$ cat src/rtl/rps_pkg.sv
// Shared types for the rock-paper-scissors match engine.
// Moves are one-hot {rock,paper,scissors}.
package rps_pkg;

    typedef logic [2:0] move_t;

    localparam move_t ROCK     = 3'b100;
    localparam move_t PAPER    = 3'b010;
    localparam move_t SCISSORS = 3'b001;

    typedef enum logic [1:0] {
        TIE  = 2'b00,
        P1   = 2'b01,
        P2   = 2'b10,
        VOID = 2'b11
    } winner_t;

    typedef enum logic [1:0] {
        COLLECT = 2'b00,
        JUDGE   = 2'b01,
        DONE    = 2'b10
    } state_t;

    function automatic logic is_legal(move_t m);
        return (m != 3'b000) && ((m & (m - 3'd1)) == 3'b000);
    endfunction

endpackage

$ cat src/rtl/rps_judge.sv
// Combinational round judge: winner and foul flags from two moves.
// An illegal move forfeits the round to a legal opponent.
module rps_judge
    import rps_pkg::*;
(
    input  logic [2:0] move1,
    input  logic [2:0] move2,
    output winner_t    winner,
    output logic [1:0] foul
);

    logic legal1;
    logic legal2;
    logic p1_beats;

    always_comb begin
        legal1   = is_legal(move1);
        legal2   = is_legal(move2);
        foul     = {~legal2, ~legal1};
        p1_beats = (move1 == ROCK     && move2 == SCISSORS) ||
                   (move1 == SCISSORS && move2 == PAPER)    ||
                   (move1 == PAPER    && move2 == ROCK);
        winner   = TIE;
        if (legal1 && legal2) begin
            if (move1 == move2)
                winner = TIE;
            else if (p1_beats)
                winner = P1;
            else
                winner = P2;
        end else if (legal1) begin
            winner = P1;
        end else if (legal2) begin
            winner = P2;
        end else begin
            winner = VOID;
        end
    end

endmodule

$ cat src/rtl/rps_match.sv
// First-to-WIN_TARGET match engine: latches both moves, judges for one
// cycle, updates saturating counters and declares a match winner.
module rps_match
    import rps_pkg::*;
#(
    parameter int SCORE_W    = 8,
    parameter int ROUND_W    = 8,
    parameter int WIN_TARGET = 3
) (
    input  logic               clk,
    input  logic               rst,
    input  logic [2:0]         move1,
    input  logic               go1,
    input  logic [2:0]         move2,
    input  logic               go2,
    input  logic               clear_match,
    output logic [SCORE_W-1:0] score1,
    output logic [SCORE_W-1:0] score2,
    output logic [SCORE_W-1:0] tie_score,
    output logic [ROUND_W-1:0] round_cnt,
    output logic               busy,
    output logic               result_valid,
    output logic [1:0]         round_winner,
    output logic [1:0]         foul,
    output logic               match_done,
    output logic [1:0]         match_winner
);

    localparam logic [SCORE_W-1:0] TARGET = SCORE_W'(WIN_TARGET);

    state_t             state;
    state_t             state_n;
    move_t              lat1;
    move_t              lat2;
    logic               have1;
    logic               have2;
    logic               take1;
    logic               take2;
    winner_t            judged;
    logic [1:0]         judged_foul;
    logic [SCORE_W-1:0] s1_n;
    logic [SCORE_W-1:0] s2_n;
    logic [SCORE_W-1:0] tie_n;
    logic [ROUND_W-1:0] rnd_n;
    logic               win_hit;
    logic               restart;

    rps_judge u_judge (
        .move1  (lat1),
        .move2  (lat2),
        .winner (judged),
        .foul   (judged_foul)
    );

    assign restart = rst || clear_match;
    assign busy    = (state == JUDGE);

    always_comb begin
        take1   = (state == COLLECT) && !result_valid && go1 && !have1;
        take2   = (state == COLLECT) && !result_valid && go2 && !have2;
        s1_n    = score1;
        s2_n    = score2;
        tie_n   = tie_score;
        rnd_n   = (round_cnt == '1) ? round_cnt : round_cnt + 1'b1;
        if (judged == P1 && score1 != '1)
            s1_n = score1 + 1'b1;
        if (judged == P2 && score2 != '1)
            s2_n = score2 + 1'b1;
        if ((judged == TIE || judged == VOID) && tie_score != '1)
            tie_n = tie_score + 1'b1;
        win_hit = (judged == P1 && s1_n == TARGET) ||
                  (judged == P2 && s2_n == TARGET);
        state_n = state;
        unique case (state)
            COLLECT: if ((have1 || take1) && (have2 || take2))
                         state_n = JUDGE;
            JUDGE:   state_n = win_hit ? DONE : COLLECT;
            DONE:    state_n = DONE;
            default: state_n = COLLECT;
        endcase
    end

    always_ff @(posedge clk) begin
        if (restart)
            state <= COLLECT;
        else
            state <= state_n;
    end

    always_ff @(posedge clk) begin
        if (restart) begin
            lat1         <= '0;
            lat2         <= '0;
            have1        <= 1'b0;
            have2        <= 1'b0;
            score1       <= '0;
            score2       <= '0;
            tie_score    <= '0;
            round_cnt    <= '0;
            result_valid <= 1'b0;
            round_winner <= 2'b00;
            foul         <= 2'b00;
            match_done   <= 1'b0;
            match_winner <= 2'b00;
        end else begin
            result_valid <= 1'b0;
            if (take1) begin
                lat1  <= move1;
                have1 <= 1'b1;
            end
            if (take2) begin
                lat2  <= move2;
                have2 <= 1'b1;
            end
            if (state == JUDGE) begin
                have1        <= 1'b0;
                have2        <= 1'b0;
                score1       <= s1_n;
                score2       <= s2_n;
                tie_score    <= tie_n;
                round_cnt    <= rnd_n;
                result_valid <= 1'b1;
                round_winner <= judged;
                foul         <= judged_foul;
                if (win_hit) begin
                    match_done   <= 1'b1;
                    match_winner <= judged;
                end
            end
        end
    end

endmodule

$ cat config.mk
export PLATFORM = sky130hd
export DESIGN_NAME = rps_match
export DESIGN_NICKNAME = d
export VERILOG_FILES = /design/src/rtl/rps_pkg.sv /design/src/rtl/rps_judge.sv /design/src/rtl/rps_match.sv
export SDC_FILE = /design/constraint.sdc
export NUM_CORES = 1
export LEC_CHECK = 0
export CAP_MARGIN = 20
export CELL_PAD_IN_SITES_DETAIL_PLACEMENT = 2
export CELL_PAD_IN_SITES_GLOBAL_PLACEMENT = 2
export CORE_MARGIN = 2
export CORE_UTILIZATION = 25
export DETAILED_ROUTE_END_ITERATION = 7
export DONT_BUFFER_PORTS = 1
export GPL_ROUTABILITY_DRIVEN = 1
export PLACE_DENSITY_LB_ADDON = 0.1
export SYNTH_ARGS = -nofsm -noshare
export SYNTH_HDL_FRONTEND = slang
export SYNTH_SLANG_ARGS = --single-unit
export TNS_END_PERCENT = 1
$ cat constraint.sdc
create_clock -name clk -period 2.9 [get_ports clk]
set_input_delay 0.29 -clock clk [delete_from_list [all_inputs] [get_ports clk]]
set_output_delay 0.29 -clock clk [all_outputs]
set_load 0.005 [all_outputs]
==> flow_metrics.py <==
metrics = {
    "layout": {
        "seq_area_sq_um": 1010,
        "area_delta_synth_final_pct": 14.6,
        "fin_nets": 319,
        "final_cell_mix": "nor2_1, dfxtp_1, nand2_1",
        "fin_util": 0.297,
        "layout_commonest_cell": "nor2_1",
        "fillers": 1157,
        "drive_above_1_share": 0.158,
        "num_antenna_cells": 0,
        "multiInputGateArea_sq_um": 1490,
    },
    "detailed_routing": {
        "first_pass_iters": 4,
        "drt_iter0_markers": 45,
        "wire_per_inst_microns": 17.0,
        "ant_nets": 0,
        "viasPerCell": 5.02,
        "drcViolationCount": 0,
        "via_count": 2194,
        "wl_microns": 7420,
    },
    "clocking": {
        "cts_buffer_depth": 2,
        "cts_tree": "yes",
        "path_clk_slew_ns": 0.10,
        "htreeDepth": 2,
        "cts_root_buffer": "clkbuf_8",
        "clkLatencyLatePin_ns": 0.31,
        "hold_buffers": 0,
        "cts_sinks": 50,
        "cts_buffers": 5,
    },
    "sta": {
        "fin_hold_ws_ns": 0.140,
        "skew_ns": 0.0116,
        "fin_crit_sh": 0.951,
        "setup_viol": 0,
        "fmax_mhz": 363,
        "drv_slew": 0,
        "finalHoldViolCount": 0,
        "period_needed_ns": 2.76,
        "max-slew-margin-rel": 0.352,
        "tightest_slew_ns": 0.972,
    },
    "outcome": {
        "status": "finished, final reports clean",
    },
    "synthesis": {
        "synth_seq_cells": 50,
        "synth.area.top_cells": "dfxtp_1, nor2_1, xor2_1",
        "synth_top_cell_area_share": 0.391,
        "syn_nets": 311,
        "synth_ff_type": "dfxtp_1",
        "synth_area_sq_um": 2560,
        "ys_types": 49,
        "yosys.area.top_type": "dfxtp_1",
        "yosys_warnings": 0,
        "synthCells": 295,
        "synth_edf_count": 0,
        "async_flop_share": 0,
        "ys_seq_area_frac": 0.391,
        "synth.avg_cell_area_sq_um": 8.68,
    },
    "setup_path": {
        "endpoint_kind": "register",
        "max_stage_delay_ns": 0.53,
        "cp.depth": 11,
        "ff2ff_path_depth": 11,
        "path_cells": "o21ai_0 > a21oi_1 > nor2_1 > a211oi_2 > ha_4 > nand2_1 > mux2i_1 > or4_4 > a211oi_2 > a21o_1 > a211oi_2",
        "critical_path_class": "reg -> reg",
        "critPathMostFrequentCell": "a211oi_2",
        "worstPathRequired_ns": 3.05,
        "cp.buffers_inverters": 0,
        "crit_family": "compound AO/OA/AOI/OAI gates",
        "startpoint_type": "register",
        "crit_arrival_ns": 2.91,
        "slowest_stage": "or4_4",
        "path_max_fanout": 8,
    },
    "flow_run": {
        "cap_violations": 0,
    },
    "floorplanning": {
        "core_area_sq_um": 9860,
        "initial_core_util": 0.260,
        "die-width_microns": 105,
        "die_area_sq_um": 11100,
        "placementRows": 36,
        "die_y_microns": 105,
        "ios": 52,
    },
    "pwr": {
        "p_total_mw": 1.30,
        "leakagePower_nw": 1.02,
        "vdd_drop_max_mv": 0.215,
        "p_per_area_nw_per_um2": 444,
    },
    "grt": {
        "met2_usage": 0.222,
        "antenna_found_initial": 0,
        "grt_use_total": 0.140,
        "grt_max_degree": 46,
        "grt_pass1_vias": 2343,
        "use_met3": 0.0381,
        "met1_usage": 0.190,
        "top_usage_layer": "met2",
        "grt.overflow.total": 0,
        "grt_pass1_wl_microns": 12600,
    },
    "place": {
        "numPortBuffers": 0,
        "dp_hpwl_microns": 5450,
        "place.gp.congestion": 0.747,
    },
    "worst_hold_path": {
        "holdCritPathClass": "in -> reg",
        "hold_depth": 2,
    },
}
## area by class of cell
| class | instances | area share |
|---|---|---|
| inverter | 4 | 0.00512 |
| multi-input combinational | 224 | 0.507 |
| clock buffer | 5 | 0.0235 |
| timing repair buffer | 18 | 0.0474 |
| clock inverter | 3 | 0.0154 |
| tap | 133 | 0.0567 |
| sequential | 50 | 0.345 |
## what timing repair did
action                     CTS  global route
pin swaps                    1             7
setup endpoints to repair    3             4
buffers inserted             0             2
gates resized for setup      2            13
## synthesized netlist by cell type, types with 4 or more instances
library cell	number
dfxtp_1	50
a21oi_1	8
buf_2	4
or3_1	6
nand3_1	9
o21ai_0	13
xnor2_1	6
nor3_1	4
xor2_1	17
nand2_1	18
clkbuf_1	7
buf_6	4
nand2b_1	4
nand4_1	11
nor2_1	48
a31oi_1	4
ha_1	5
nor4_1	4
and3_1	7
a211oi_1	6
mux2i_1	13
## through the flow
stage               instances  worst slack (ns)  setup TNS [ns]  cell area (sq um)
floorplan                 295             0.110               0               2560
global placement          427            0.0920               0               2750
detailed placement        427           -0.0184         -0.0309               2750
CTS                       435            0.0342               0               2870
global route              437           -0.0354         -0.0702               2930
finish                    437             0.143               0               2930
## where the power goes
part	internal, mW	total (mW)	switching [mW]	leakage (nW)
clock	0.257	0.512	0.255	0.0504
combinational	0.0381	0.0904	0.0523	0.568
sequential	0.692	0.701	0.00874	0.407
total	0.987	1.30	0.316	1.02
## flip-flops by register name (all words and copies together), names as in the netlist, 3 cells and up
register	cells
score2	8
lat2	3
score1	8
lat1	3
tie_score	8
round_cnt	8
## final timing paths
kind                               start         endpoint  slack, ns
worst min register to register   foul[1]          foul[1]       0.50
worst min-delay path            move1[1]          lat1[1]       0.14
worst max-delay path             lat1[0]  match_winner[0]       0.14
worst max register to register   lat1[0]  match_winner[0]       0.14
## cell families (layout without fill, tap and decap cells)
kind of cell | count (synthesis) | in the layout | synth area share
AOI/OAI and AO/OA | 53 | 53 | 0.147
adders and majority gates | 5 | 5 | 0.0244
and+or+nand+nor | 130 | 130 | 0.264
xor gates and xnor gates | 23 | 23 | 0.0787
muxes | 13 | 13 | 0.0508
DFF | 50 | 50 | 0.391
buffers and inverters | 21 | 30 | 0.0445
## per-layer routing
metal / share of wire / up-vias / routed length [microns]
met5: 0 / - / 0
met4: 0.0082 / 0 / 61
met3: 0.040 / 6 / 294
met2: 0.46 / 33 / 3430
met1: 0.49 / 1087 / 3630
li1: - / 1068 / -
(Power assumes the default switching activity.)
